==> config.mk <==
export PLATFORM = sky130hd
export DESIGN_NAME = spi_arb2
export DESIGN_NICKNAME = d
export VERILOG_FILES = /design/src/rtl/spi_arb_pkg.sv /design/src/rtl/spi_req_slot.sv /design/src/rtl/spi_arb2.sv
export SDC_FILE = /design/constraint.sdc
export NUM_CORES = 1
export LEC_CHECK = 0
export ABC_AREA = 1
export BUFFER_PORTS_ARGS = -buffer_cell sky130_fd_sc_hd__buf_4
export CAP_MARGIN = 10
export CORE_MARGIN = 2
export CORE_UTILIZATION = 30
export DETAILED_ROUTE_END_ITERATION = 16
export GPL_TIMING_DRIVEN = 0
export PLACE_DENSITY = 0.55
export SETUP_SLACK_MARGIN = 0.1
export SLEW_MARGIN = 30
export SYNTH_ARGS = -nofsm -noshare
export SYNTH_HDL_FRONTEND = slang
export SYNTH_SLANG_ARGS = --single-unit
==> constraint.sdc <==
create_clock -name clk -period 1.71 [get_ports clk]
set_input_delay 0.4275 -clock clk [delete_from_list [all_inputs] [get_ports clk]]
set_output_delay 0.4275 -clock clk [all_outputs]
set_load 0.005 [all_outputs]
==> src/rtl/spi_arb_pkg.sv <==
// spi_arb_pkg: shared state encoding, channel ids and timeout response for the SPI arbiter
package spi_arb_pkg;
    typedef enum logic [1:0] {IDLE, BUSY, GAP} state_t;
    localparam logic CH_INERT = 1'b0;
    localparam logic CH_A2D = 1'b1;
    localparam logic [15:0] TMO_RESP = 16'hFFFF;
endpackage

==> src/rtl/spi_req_slot.sv <==
// spi_req_slot: per-channel request latch, in-flight tracking and response register
module spi_req_slot (
    input  logic        clk,
    input  logic        rst_n,
    input  logic        req,
    input  logic [15:0] cmd,
    input  logic        grant,
    input  logic        fin,
    input  logic [15:0] fin_data,
    output logic        pending,
    output logic [15:0] hold_cmd,
    output logic [15:0] resp,
    output logic        done,
    output logic        ovr
);
    logic in_flight;
    // A channel owns at most one request from capture until its completion edge
    assign ovr = req & (pending | in_flight);
    always_ff @(posedge clk or negedge rst_n) begin
        if (!rst_n) begin
            pending   <= 1'b0;
            in_flight <= 1'b0;
            hold_cmd  <= 16'h0000;
            resp      <= 16'h0000;
            done      <= 1'b0;
        end else begin
            pending   <= (req & ~ovr) | (pending & ~grant);
            in_flight <= grant | (in_flight & ~fin);
            hold_cmd  <= (req & ~ovr) ? cmd : hold_cmd;
            resp      <= fin ? fin_data : resp;
            done      <= fin;
        end
    end
endmodule

==> src/rtl/spi_arb2.sv <==
// spi_arb2: round-robin arbiter sharing one 16-bit SPI master between the inertial and A2D interfaces
module spi_arb2
    import spi_arb_pkg::*;
#(
    parameter int GAP_CYCLES  = 2,
    parameter int TIMEOUT_CYC = 4096
) (
    input  logic        clk,
    input  logic        rst_n,
    input  logic        req0,
    input  logic [15:0] cmd0,
    output logic        done0,
    output logic [15:0] resp0,
    input  logic        req1,
    input  logic [15:0] cmd1,
    output logic        done1,
    output logic [15:0] resp1,
    output logic        mstr_wrt,
    output logic [15:0] mstr_cmd,
    input  logic        mstr_done,
    input  logic [15:0] mstr_rd_data,
    output logic        ss_sel,
    output logic        busy,
    output logic        err_ovr,
    output logic        err_tmo
);
    localparam int TW = $clog2(TIMEOUT_CYC);

    state_t        state;
    logic          last_grant;
    logic [TW-1:0] tmo_cnt;
    logic [3:0]    gap_cnt;
    logic [1:0]    pend, ovr;
    logic [15:0]   hold0, hold1, fin_data;
    logic          any, win, grant, tmo_hit, fin;

    assign any      = |pend;
    // On a tie the channel that was not served last wins
    assign win      = &pend ? ~last_grant : pend[1];
    assign grant    = (state == IDLE) & any;
    assign tmo_hit  = tmo_cnt == TW'(TIMEOUT_CYC - 1);
    assign fin      = (state == BUSY) & (mstr_done | tmo_hit);
    assign fin_data = mstr_done ? mstr_rd_data : TMO_RESP;
    assign busy     = state != IDLE;

    spi_req_slot u_slot0 (
        .clk(clk), .rst_n(rst_n), .req(req0), .cmd(cmd0),
        .grant(grant & ~win), .fin(fin & ~ss_sel), .fin_data(fin_data),
        .pending(pend[0]), .hold_cmd(hold0), .resp(resp0), .done(done0), .ovr(ovr[0])
    );

    spi_req_slot u_slot1 (
        .clk(clk), .rst_n(rst_n), .req(req1), .cmd(cmd1),
        .grant(grant & win), .fin(fin & ss_sel), .fin_data(fin_data),
        .pending(pend[1]), .hold_cmd(hold1), .resp(resp1), .done(done1), .ovr(ovr[1])
    );

    always_ff @(posedge clk or negedge rst_n) begin
        if (!rst_n) begin
            state      <= IDLE;
            last_grant <= CH_A2D;
            mstr_wrt   <= 1'b0;
            mstr_cmd   <= 16'h0000;
            ss_sel     <= CH_INERT;
            tmo_cnt    <= '0;
            gap_cnt    <= '0;
            err_ovr    <= 1'b0;
            err_tmo    <= 1'b0;
        end else begin
            err_ovr  <= err_ovr | (|ovr);
            mstr_wrt <= grant;
            case (state)
                IDLE: if (any) begin
                    mstr_cmd   <= win ? hold1 : hold0;
                    ss_sel     <= win;
                    last_grant <= win;
                    tmo_cnt    <= '0;
                    state      <= BUSY;
                end
                BUSY: begin
                    tmo_cnt <= tmo_cnt + 1'b1;
                    if (fin) begin
                        err_tmo <= err_tmo | ~mstr_done;
                        gap_cnt <= '0;
                        state   <= GAP;
                    end
                end
                GAP: begin
                    gap_cnt <= gap_cnt + 1'b1;
                    if (gap_cnt == 4'(GAP_CYCLES - 1)) state <= IDLE;
                end
                default: state <= IDLE;
            endcase
        end
    end
endmodule

After elaboration in Yosys (flattened, before gate mapping)

Index checks and enable logic that the tools add are counted.

Register bits after elaboration: 109
Bits of input ports: 53
Output and inout bits: 55
Logic and storage cells: 84

$add $sub $neg: 2
Equal/unequal tests: 7
Multiplexer cells: 11
Bitwise operators: 33
Reductions and logical operators: 12

Operator list:

| kind                                                 | number |
|---|---|
| 2-to-1 mux 16 bit                                    | 2 |
| one-hot mux 12 bit (2 select lines)                  | 1 |
| bitwise AND 1 bit                                    | 14 |
| adder 12 x 1 -> 12 bit (second input constant)       | 1 |
| equality test 12 bit (second input constant)         | 1 |
| 2-to-1 mux 12 bit                                    | 1 |
| inverter 1 bit                                       | 10 |
| AND reduction 2 bit                                  | 5 |
| OR 1 bit                                             | 9 |
| one-hot mux 4 bit (2 select lines)                   | 1 |
| 2-to-1 mux 2 bit                                     | 3 |
| != test 2 bit (second input constant)                | 3 |
| one-hot mux 2 bit (3 select lines)                   | 1 |
| nonzero test 2 bit                                   | 3 |
| adder 4 x 1 -> 4 bit (second input constant)         | 1 |
| equality test 4 x 1 -> 1 bit (second input constant) | 1 |
| 2-to-1 mux 4 bit                                     | 1 |
| OR reduction 2 bit                                   | 2 |
| AND reduction 3 bit                                  | 1 |
| equality test 2 x 1 -> 1 bit (second input constant) | 1 |
| equality test 2 bit (second input constant)          | 1 |
| logical NOT 2 bit                                    | 1 |
| 2-to-1 mux 1 bit                                     | 1 |

Longest topological paths before layout

Gate-level depths: netlist of run 1.

Depth in word-level cells: 7
Gate-level depth with buffers: 9
Mapped depth without buffers: 8

By module

From an unflattened synthesis of run 1, not the netlist that was laid out.

Cell total of the unflattened synthesis: 535
Area total of the unflattened synthesis: 4857.2 µm²

Modules (own cells, without submodules):

| module       | instances | cells an instance | area an instance (µm²) | sequential area each (µm²) |
|---|---|---|---|---|
| spi_req_slot | 2         | 146               | 1371.3                 | 875.8 |
| spi_arb2     | 1         | 243               | 2114.5                 | 977.2 |

Worst setup path before layout of run 1

No wires, ideal clock.

Path kind: register -> register
Start: register tmo_cnt[0]
End: register u_slot0.in_flight
Setup time: 0.122 ns
Arrival time: 1.319 ns
Required time: 1.588 ns
Slack: 0.269 ns
Cell stages (with the launch flop): 10
Buffers on the path: 1
Clock period less this slack: 1.441 ns
Cells stage by stage: dfrtp_1 -> ha_1 -> nand2_2 -> nor2_4 -> nand3_4 -> nand2_8 -> nand3_4 -> buf_6 -> nand2_1 -> nand2_1

Word-level cells in the longest chain between the ends: 7

RTL lines:

| element                | line               | RTL |
|---|---|---|
| start, declared        | spi_arb2.sv:31     | `logic [TW-1:0] tmo_cnt;` |
| start signal, assigned | spi_arb2.sv:81     | `tmo_cnt <= tmo_cnt + 1'b1;` |
| equality test 12 bit   | spi_arb2.sv:41     | `assign tmo_hit = tmo_cnt == TW'(TIMEOUT_CYC - 1);` |
| OR 1 bit               | spi_arb2.sv:42     | `assign fin = (state == BUSY) & (mstr_done \| tmo_hit);` |
| bitwise AND 1 bit      | spi_arb2.sv:42     |  |
| bitwise AND 1 bit      | spi_arb2.sv:48     | `.grant(grant & ~win), .fin(fin & ~ss_sel), .fin_data(fin_data),` |
| inverter 1 bit         | spi_req_slot.sv:28 | `in_flight <= grant \| (in_flight & ~fin);` |
| bitwise AND 1 bit      | spi_req_slot.sv:28 |  |
| OR 1 bit               | spi_req_slot.sv:28 |  |
| end signal, assigned   | spi_req_slot.sv:28 |  |
| end, declared          | spi_req_slot.sv:16 | `logic in_flight;` |

Every way passes these cells.
A chain may end at the register's enable or synchronous reset.

Worst setup path after layout of run 1

Start: register state[0]
End: output port busy

Word-level cells in the longest chain between the ends: 1

RTL lines:

| element                | line           | RTL |
|---|---|---|
| start, declared        | spi_arb2.sv:29 | `state_t state;` |
| start signal, assigned | spi_arb2.sv:60 | `state <= IDLE;` |
| start signal, assigned | spi_arb2.sv:78 | `state <= BUSY;` |
| start signal, assigned | spi_arb2.sv:85 | `state <= GAP;` |
| nonzero test 2 bit     | spi_arb2.sv:44 | `assign busy = state != IDLE;` |
| end, declared          | spi_arb2.sv:23 | `output logic busy,` |

Every way passes these cells.

==> out/metrics.cfg, run 1 <==
[synthesis]
yosysMostFrequentCell=nand2_1
netlist.area_leader.share_pct=56.8
avgSynthCellArea_um2=9.84
synth_cells=483
ys.flop_type=dfrtp_1
yosysWarnings=0
synth-adder-area-share_pct=0.789
synthArstFlopShare_pct=100
synthXorXnorAreaFrac_pct=0.368
syn_nets=539
synth_compound_area_share_pct=3.37
yosys-top-cells-count=nand2_1, dfrtp_1, nand4_1, mux2_2, nand3_1
synth-simple-area-share_pct=26.7
yosys-top-cells-area=dfrtp_1, nand2_1, mux2_2, nand4_1, nand3_1
yosysSeqAreaShare_pct=57.4
yosys-mux-area-fraction_pct=7.11
synth_cell_types=33
synth_top_family_by_area=simple AND/OR/NAND/NOR gates
synth_edf_count=0
ys_seq_elements=109
syn_area_um2=4750
yosys.area.top_type=dfrtp_1

[power_and_ir_drop]
p_leak_uw=0.00307
power_density_nw_per_um2=1700
ir_drop_uv=662

[critical_path]
r2r-start=tmo_cnt[0]$_DFFE_PN0P_
ff2ff_path_depth=9
r2r_setup_slack_ns=0.21
slowest_stage=dfrtp_1
crit_chain=inv_2 -> nand2_1 -> buf_4
critPathMaxFanout=3
cp_top_family=flip-flops
endpoint_kind=output pin
crit_buf_inv=2
arrival_ns=1.13
slowest_delay_ns=0.40
rr_endpoint=u_slot0.resp[13]$_DFFE_PN0P_
critPathRequiredTime_ns=1.28
critPathKind=flip-flop to output pin
start_kind=flip-flop

[run]
maxCapViolations=0

[global_route]
grt-ovfl-total=0
grt_start_max_net_pins=110
grt_usage_pct=14.8
grtUsageMet3_pct=5.25
use_met1_pct=19.6
use_met2_pct=22.9
antenna_found_initial=0
grt-busiest-layer=met2
grt_pass1_wl_um=19300
grt_pass1_vias=3805

[placement]
place.gp.congestion=0.787
port_buffers=107
placedInstanceArea_um2=5840
hpwl_um=8350

[drt]
drt_iter0_drc=228
wire_per_inst_um=14.4
firstDrtPassIters=6
drc=0
routed_wl_um=12000
ant_nets=0
via_per_inst=4.59
num_vias=3806

[clocking]
cts_hold_buf=0
tritoncts=done
cts.sinks=109
path_clk_slew_ns=0.07
clockRootBuffer=clkbuf_16
cts_made_buffers=9
htree_levels=3
clk_latency_ns=0.35
cts_max_path_buffers=2

[floorplanning]
ios=108
dieArea_um2=16900
rows=46
die_h_um=130
die_x_um=130
fp.coreArea_um2=15700
start_util_pct=30.3

[final_layout]
drive_gt1_share_pct=35.5
fin_nets=666
antenna_cells=0
num-fill-cells=1547
seq_area_um2=2730
multi_input_area_um2=1850
finish.utilization_pct=39.8
area_growth_pct=31.7
final_area_um2=6260

[timing]
final_hold_viol_count=0
setup_violations=0
worst_pin_slew_ns=0.846
rsz0062_at_grt=yes
fin_crit_sh_pct=91.3
skew_ns=0.0135
whs_ns=0.113
max_freq_mhz=641
drv_slew=0
period_needed_ns=1.56
relSlewSlack_pct=43.6

[run_status]
status=finished clean

[hold_path]
min_path_type=input port to asynchronous set/reset pin

-- registers in the layout, summed over array words and instances (netlist names) --
signal / cells
err_ovr: 1
err_tmo: 1
gap_cnt: 4
last_grant: 1
mstr_cmd: 16
mstr_wrt: 1
ss_sel: 1
state: 2
tmo_cnt: 12
u_slot0.done: 1
u_slot0.hold_cmd: 16
u_slot0.in_flight: 1
u_slot0.pending: 1
u_slot0.resp: 16
u_slot1.done: 1
u_slot1.hold_cmd: 16
u_slot1.in_flight: 1
u_slot1.pending: 1
u_slot1.resp: 16
-- metal layers --
metal / wire, µm / up-vias
met3: 1010 / 6
met4: 76 / 0
met5: 0 / -
li1: - / 1851
met1: 5500 / 1816
met2: 5380 / 133
-- logic make-up after synthesis --
group / Yosys count
simple gates: 265
buf+inv: 45
xor+xnor: 2
compound gates: 29
fa+ha+maj: 3
mux: 30
flops: 109
-- cell usage in the layout, fill, tap and decap left out, types with 2 or more instances in the layout --
cell | synthesis | layout
inv_1 | 17 | 17
o21ai_0 | 12 | 12
nand2_2 | 3 | 4
xor2_1 | 2 | 2
mux2_2 | 30 | 30
dfrtp_1 | 108 | 108
or2_2 | 16 | 16
clkbuf_2 | 0 | 3
nor2_4 | 3 | 4
nand3_1 | 27 | 27
clkbuf_1 | 8 | 4
buf_2 | 5 | 3
o211ai_1 | 2 | 2
inv_2 | 8 | 8
clkbuf_16 | 0 | 9
nor2_2 | 3 | 2
nor2_1 | 16 | 16
ha_1 | 3 | 2
buf_8 | 0 | 3
nor3b_1 | 2 | 2
a21oi_1 | 10 | 10
nand4_1 | 34 | 34
o21ai_1 | 2 | 2
buf_4 | 4 | 119
or2_1 | 2 | 2
clkinvlp_4 | 0 | 2
nand2_1 | 153 | 151
nand3_4 | 3 | 3
-- worst max-delay path by stage --
stage | start | depth (start not counted) | to
6_report | state[0]$_DFFE_PN0P_ | 3 | busy
5_1_grt | state[0]$_DFFE_PN0P_ | 3 | busy
4_1_cts | ss_sel$_DFFE_PN0N_ | 5 | u_slot0.resp[12]$_DFFE_PN0P_
3_5_place_dp | state[1]$_DFFE_PN0P_ | 6 | mstr_cmd[10]$_DFFE_PN0N_
3_3_place_gp | rst_n | 1 | u_slot1.hold_cmd[12]$_DFFE_PN0P_
2_1_floorplan | tmo_cnt[0]$_DFFE_PN0P_ | 9 | u_slot0.in_flight$_DFF_PN0_
-- area by class of cell --
cell class / count / area share, %
sequential: 109 / 43.6
tap: 216 / 4.32
clock inverter: 5 / 1.06
multi-input combinational: 329 / 29.5
timing repair buffer: 116 / 14.0
inverter: 26 / 1.62
clock buffer: 10 / 3.82
buffer: 19 / 2.04
-- through the flow --
step / std cells / total power (µW) / setup TNS [ns] / worst slack, ns
floorplan: 483 / 6560 / 0 / 0.269
global placement: 806 / 8340 / -0.612 / -0.0148
detailed placement: 806 / 8460 / 0 / 0.00261
CTS: 826 / 10700 / 0 / 0.123
global route: 830 / 11600 / 0 / 0.0742
finish: 830 / 10700 / 0 / 0.149
-- report_power, final --
part	switching (µW)	internal, µW	total (µW)
clock	987	1190	2170
combinational	2110	1960	4080
sequential	683	3740	4420
-- worst reg2reg max path, stage by stage (launching register included) --
cell and delay, ns:
dfrtp_1 0.40, ha_4 0.17, nand2_2 0.07, nor2_4 0.15, nand3_4 0.11, nand2_8 0.12, nand3_4 0.10, buf_8 0.17
nand2_1 0.07, nand2_1 0.05
-- what timing repair did --
action / 4_1_cts / 5_1_grt
pin swaps: 1 / 0
gates cloned: 0 / 0
endpoints found under the setup margin: 28 / 48
resized for setup: 5 / 13
buffers inserted: 5 / 4
No activity file was read; power rests on OpenSTA's default activity.
==> run 2, diff against run 1 <==
==> constraint.sdc (replaced) <==
create_clock -name clk -period 1.71 [get_ports clk]
set_input_delay 0.171 -clock clk [delete_from_list [all_inputs] [get_ports clk]]
set_output_delay 0.171 -clock clk [all_outputs]
set_load 0.005 [all_outputs]
==> run 2 against run 1 <==
Net effect: sequential power about the same; global-route usage barely moved; maximum frequency increased by 4.1%; die area did not move; worst hold slack got worse by 0.099 ns; wire length decreased by 0.16%; core utilization is 0.064 points higher; clock skew grew 0.00060 ns; non-clock buffer count grew 1; critical path depth rose by 1; flip-flop and latch count stayed put.
==> out/metrics.cfg, run 2 (same netlist as run 1, synthesis figures left out) <==
[run_status]
status=finished clean  ; unchanged

[critical_path]
critPathMaxFanout=10  ; was 3
r2r-start=state[1]$_DFFE_PN0P_  ; was tmo_cnt[0]$_DFFE_PN0P_
crit_chain=nor2_4 -> buf_1 -> nand4_1 -> nand2_1  ; was inv_2 -> nand2_1 -> buf_4
start_kind=flip-flop  ; unchanged
endpoint_kind=flip-flop  ; was output pin
crit_buf_inv=1  ; was 2
slowest_delay_ns=0.44  ; was 0.40 ns
crit_path_start=state[1]$_DFFE_PN0P_  ; was state[0]$_DFFE_PN0P_
critPathRequiredTime_ns=2.00  ; was 1.28 ns
arrival_ns=1.78  ; was 1.13 ns
critPathKind=flip-flop to flip-flop  ; was flip-flop to output pin
cp_top_family=simple AND/OR/NAND/NOR gates  ; was flip-flops
slowest_stage=buf_1  ; was dfrtp_1

[drt]
via_per_inst=4.59  ; about the same
dr.max_layer_used=met4  ; unchanged
wl_met1_um=5470  ; was 5500 µm
firstDrtPassIters=4  ; was 6
wl_met3_um=1060  ; was 1010 µm
drc=0  ; unchanged
ant_nets=0  ; unchanged
num_vias=3811  ; was 3806
routed_wl_um=11900  ; was 12000 µm
wire_per_inst_um=14.4  ; about the same
drt_iter0_drc=271  ; was 228
met2WireLength_um=5300  ; was 5380 µm

[clocking]
clk_latency_ns=0.35  ; about the same
path_clk_slew_ns=0.07  ; about the same
htree_levels=3  ; unchanged
cts_max_path_buffers=2  ; unchanged
clockRootBuffer=clkbuf_16  ; unchanged
cts.sinks=109  ; unchanged
tritoncts=done  ; unchanged
cts_made_buffers=9  ; unchanged

[floorplanning]
die_h_um=130  ; unchanged
start_util_pct=30.3  ; unchanged
dieArea_um2=16900  ; unchanged
die_x_um=130  ; unchanged
fp.coreArea_um2=15700  ; unchanged
rows=46  ; unchanged
ios=108  ; unchanged

[power_and_ir_drop]
p_total_uw=10700  ; about the same
ir_drop_uv=662  ; about the same
p_leak_uw=0.00307  ; about the same
power_density_nw_per_um2=1700  ; about the same

[placement]
hpwl_um=8350  ; unchanged
place.gp.congestion=0.787  ; unchanged
port_buffers=107  ; unchanged

[timing]
rsz0062_at_grt=no  ; was yes
skew_ns=0.0141  ; was 0.0135 ns
setup_violations=0  ; unchanged
fin_setup_tns_ns=0  ; unchanged
period_needed_ns=1.50  ; was 1.56 ns
drv_slew=0  ; unchanged
relSlewSlack_pct=43.8  ; was 43.6%
worst_pin_slew_ns=0.843  ; was 0.846 ns
final_hold_viol_count=0  ; unchanged
max_freq_mhz=667  ; was 641 MHz
fin_crit_sh_pct=87.7  ; was 91.3%

[global_route]
grt-ovfl-total=0  ; unchanged
grt_start_max_net_pins=110  ; unchanged
grt_pass1_wl_um=19300  ; about the same
grt_pass1_vias=3817  ; was 3805
antenna_found_initial=0  ; unchanged
grt_usage_pct=14.8  ; about the same

[final_layout]
final_common_cell=nand2_1  ; unchanged
fin_nets=667  ; was 666
antenna_cells=0  ; unchanged
area_growth_pct=31.9  ; was 31.7%
drive_gt1_share_pct=35.4  ; was 35.5%
final_cell_mix=nand2_1, buf_4, dfrtp_1  ; unchanged

[hold_path]
holdCritStartpoint=mstr_done
min_path_type=input port to flip-flop  ; was input port to asynchronous set/reset pin

[run]
maxCapViolations=0  ; unchanged

[run 2: cell types whose count changed in the layout (fill, tap and decap cells not counted)]
cell           delta
dlygate4sd3_1     +1
[run 2: path summary, 6_finish.rpt]
| kind | endpoint | slack (ns) | depth (start not counted) |
|---|---|---|---|
| hold reg to reg | last_grant$_DFFE_PN1N_ | 0.46 | 2 |
| max in group asynchronous | u_slot0.hold_cmd[13]$_DFFE_PN0P_ | 0.64 | 2 |
| hold / removal | err_tmo$_DFFE_PN0P_ | 0.01 | 2 |
| setup / recovery | u_slot1.resp[2]$_DFFE_PN0P_ | 0.21 | 4 |
| setup reg to reg | u_slot1.resp[2]$_DFFE_PN0P_ | 0.21 | 4 |
| min in group asynchronous | u_slot0.resp[7]$_DFFE_PN0P_ | 0.46 | 2 |
[run 2: stage by stage]
stage / instance area (µm²) / util (%) / worst slack [ns] / cells / hold WS (ns)
after floorplan: 4750 / - / 0.269 / 483 / -0.125
after global placement: 5830 / 37.1 / 0.00382 / 806 / 0.380
after detailed placement: 5840 / 37.1 / 0.00261 / 806 / 0.306
after CTS: 6200 / 39.5 / 0.123 / 827 / 0.00561
after global routing: 6270 / 39.9 / 0.101 / 831 / 0.0115
final: 6270 / 39.9 / 0.211 / 831 / 0.0146
[run 2: what timing repair did]
action	CTS	global route
cloned	0	0
pin swaps	1	0
endpoints found under the setup margin	28	48
hold buffers	1	0
setup buffers	5	4
endpoints found under the hold margin	108	0
resized for setup	5	13
[run 2: layout make-up]
cell class | instances | area, µm²
clock inverter | 5 | 66.3
buffer | 19 | 128
inverter | 26 | 101
clock buffer | 10 | 239
fill | 1546 | 9440
tap | 216 | 270
timing repair buffer | 117 | 888
multi-input combinational | 329 | 1850
sequential | 109 | 2730
[run 2: power breakdown]
group	switching [µW]	total, µW	internal, µW
Combinational	2110	4080	1970
Clock	985	2170	1190
Sequential	683	4420	3740
[run 2: routing by layer]
layer	GRT usage [%]	up-vias
met2	22.9	134
met1	19.6	1811
met3	5.25	13
met5	0	-
met4	4.17	0
li1	-	1853
==> run 3, diff against run 2 <==
CTS_BUF_LIST = sky130_fd_sc_hd__clkbuf_8   (was default)
==> run 3 against run 2 <==
Net effect: clock power down 24%; final area is 4.7% higher; critical path type unchanged; via count is 3.5% higher.
==> out/metrics.cfg, run 3 (same netlist as run 1, synthesis figures left out) <==
[run_status]
status=finished clean  ; unchanged

[placement]
port_buffers=107  ; unchanged
place.gp.congestion=0.787  ; unchanged
hpwl_um=8350  ; unchanged
place_inst=806  ; unchanged

[timing]
max_freq_mhz=630  ; was 667 MHz
fin_setup_tns_ns=0  ; unchanged
skew_ns=0.0153  ; was 0.0141 ns
relSlewSlack_pct=45.1  ; was 43.8%
fin_crit_sh_pct=92.8  ; was 87.7%
period_needed_ns=1.59  ; was 1.50 ns
setup_violations=0  ; unchanged
drv_slew=0  ; unchanged
worst_pin_slew_ns=0.824  ; was 0.843 ns
whs_ns=0.0258  ; was 0.0146 ns
rsz0062_at_grt=yes  ; was no
final_hold_viol_count=0  ; unchanged

[final_layout]
seq_area_um2=2730  ; unchanged
area_growth_pct=38.1  ; was 31.9%
final_common_cell=nand2_1  ; unchanged
drive_gt1_share_pct=36.4  ; was 35.4%
antenna_cells=0  ; unchanged
final_cell_mix=nand2_1, buf_4, dfrtp_1  ; unchanged
fin_nets=701  ; was 667
finish.utilization_pct=41.8  ; was 39.9%
final_cells=865  ; was 831
num-fill-cells=1517  ; was 1546
multi_input_area_um2=1910  ; was 1850 µm²

[drt]
drc=0  ; unchanged
wire_per_inst_um=14.1  ; was 14.4 µm
via_per_inst=4.56  ; was 4.59
firstDrtPassIters=4  ; unchanged
num_vias=3945  ; was 3811
ant_nets=0  ; unchanged
drt_iter0_drc=198  ; was 271
routed_wl_um=12200  ; was 11900 µm

[global_route]
grt-ovfl-total=0  ; unchanged
grt_start_max_net_pins=110  ; unchanged
grt_pass1_vias=3864  ; was 3817
grt_usage_pct=14.8  ; about the same
antenna_found_initial=0  ; unchanged
grt_pass1_wl_um=19400  ; was 19300 µm

[clocking]
cts.sinks=109  ; unchanged
clockRootBuffer=clkbuf_8  ; was clkbuf_16
cts_made_buffers=9  ; unchanged
tritoncts=done  ; unchanged
path_clk_slew_ns=0.11  ; was 0.07 ns
clk_latency_ns=0.38  ; was 0.35 ns
htree_levels=3  ; unchanged
cts_max_path_buffers=2  ; unchanged

[power_and_ir_drop]
p_seq_share_pct=42.9  ; was 41.4%
p_total_uw=10400  ; was 10700 µW
p_leak_uw=0.00320  ; was 0.00307 µW
comb_power_share_pct=41.0  ; was 38.2%
power_density_nw_per_um2=1580  ; was 1700 nW/µm²
intPower_uw=6550  ; was 6890 µW
clkPwrFrac_pct=16.1  ; was 20.4%
power.switching_uw=3810  ; was 3780 µW
ir_drop_uv=637  ; was 662 µV
swShare_pct=36.8  ; was 35.4%

[critical_path]
cp_top_family=simple AND/OR/NAND/NOR gates  ; unchanged
crit_buf_inv=1  ; unchanged
critPathKind=flip-flop to flip-flop  ; unchanged
slowest_delay_ns=0.41  ; was 0.44 ns
critical_path.most_common_cell=nand3_4
slowest_stage=dfrtp_1  ; was buf_1
start_kind=flip-flop  ; unchanged
ff2ff_path_depth=9  ; was 4
r2r_setup_slack_ns=0.12  ; was 0.21 ns
arrival_ns=1.88  ; was 1.78 ns
critPathMaxFanout=7  ; was 10
r2r-start=tmo_cnt[1]$_DFFE_PN0P_  ; was state[1]$_DFFE_PN0P_
rr_endpoint=u_slot1.resp[3]$_DFFE_PN0P_  ; was u_slot1.resp[2]$_DFFE_PN0P_
critPathRequiredTime_ns=2.00  ; about the same
crit_chain=ha_4 -> nand2_4 -> nor2_4 -> nand3_4 -> nand2_8 -> nand3_4 -> clkbuf_16 -> nand2_2 -> nand2_1  ; was nor2_4 -> buf_1 -> nand4_1 -> nand2_1
endpoint_kind=flip-flop  ; unchanged

[floorplanning]
die_h_um=130  ; unchanged
start_util_pct=30.3  ; unchanged
fp.coreArea_um2=15700  ; unchanged
dieArea_um2=16900  ; unchanged
ios=108  ; unchanged
die_x_um=130  ; unchanged
rows=46  ; unchanged

[hold_path]
holdCritStartpoint=cmd1[1]  ; was mstr_done
min_path_type=input port to flip-flop  ; unchanged
holdPathEnd=u_slot1.hold_cmd[1]$_DFFE_PN0P_  ; was err_tmo$_DFFE_PN0P_
hold_depth=2  ; unchanged

[run]
maxCapViolations=0  ; unchanged

==> run 3: cell count changes in the layout (fill, tap and decap cells not counted), sizes merged <==
cell,change
buf,+2
clkbuf,+2
dlygate4sd3,+29
nand2,+1
==> run 3: per-layer routing <==
layer / up-vias / global-route usage [%] / part of all wire (%)
li1: 1914 / - / -
met1: 1895 / 19.6 / 46
met2: 121 / 23.2 / 45
met3: 15 / 4.59 / 7.4
met4: 0 / 4.74 / 1.1
met5: - / 0 / 0
==> run 3: per-stage QoR <==
step	worst slack [ns]	area (µm²)
4_1_cts	0.114	6330
3_5_place_dp	0.00261	5840
5_1_grt	0.0447	6570
3_3_place_gp	0.00382	5830
6_report	0.123	6570
2_1_floorplan	0.269	4750
==> run 3: how the worst max path moves through the flow <==
stage,startpoint,to,slack [ns],cells after the start
after floorplan,tmo_cnt[0]$_DFFE_PN0P_,u_slot0.in_flight$_DFF_PN0_,0.27,9
after global placement,state[1]$_DFFE_PN0P_,mstr_cmd[4]$_DFFE_PN0N_,0.004,6
after detailed placement,state[1]$_DFFE_PN0P_,mstr_cmd[10]$_DFFE_PN0N_,0.003,6
after CTS,ss_sel$_DFFE_PN0N_,u_slot0.resp[12]$_DFFE_PN0P_,0.11,5
after global routing,tmo_cnt[1]$_DFFE_PN0P_,u_slot1.resp[0]$_DFFE_PN0P_,0.04,9
final,tmo_cnt[1]$_DFFE_PN0P_,u_slot1.resp[3]$_DFFE_PN0P_,0.12,9
==> run 3: layout make-up <==
cell class,count,share of cell area [%]
Buffer,19,1.91
Clock buffer,10,2.10
Clock inverter,5,1.01
Inverter,26,1.54
Multi-Input combinational cell,330,29.1
Sequential cell,109,41.6
Tap cell,216,4.12
Timing Repair Buffer,150,18.7
==> run 3: what timing repair did <==
action	CTS	global route
endpoints found under the setup margin	28	49
resized for setup	3	31
setup buffers	2	10
cloned	0	2
endpoints found under the hold margin	134	3
pin swaps	0	3
hold buffers	27	3
==> run 3: power by group through the flow <==
stage,Clock (µW),Combinational (µW),Sequential (µW)
2_1_floorplan,0,2190,4370
3_3_place_gp,0,3900,4440
3_5_place_dp,0,4000,4450
4_1_cts,1740,4100,4400
5_1_grt,1860,4790,4600
6_report,1660,4250,4450
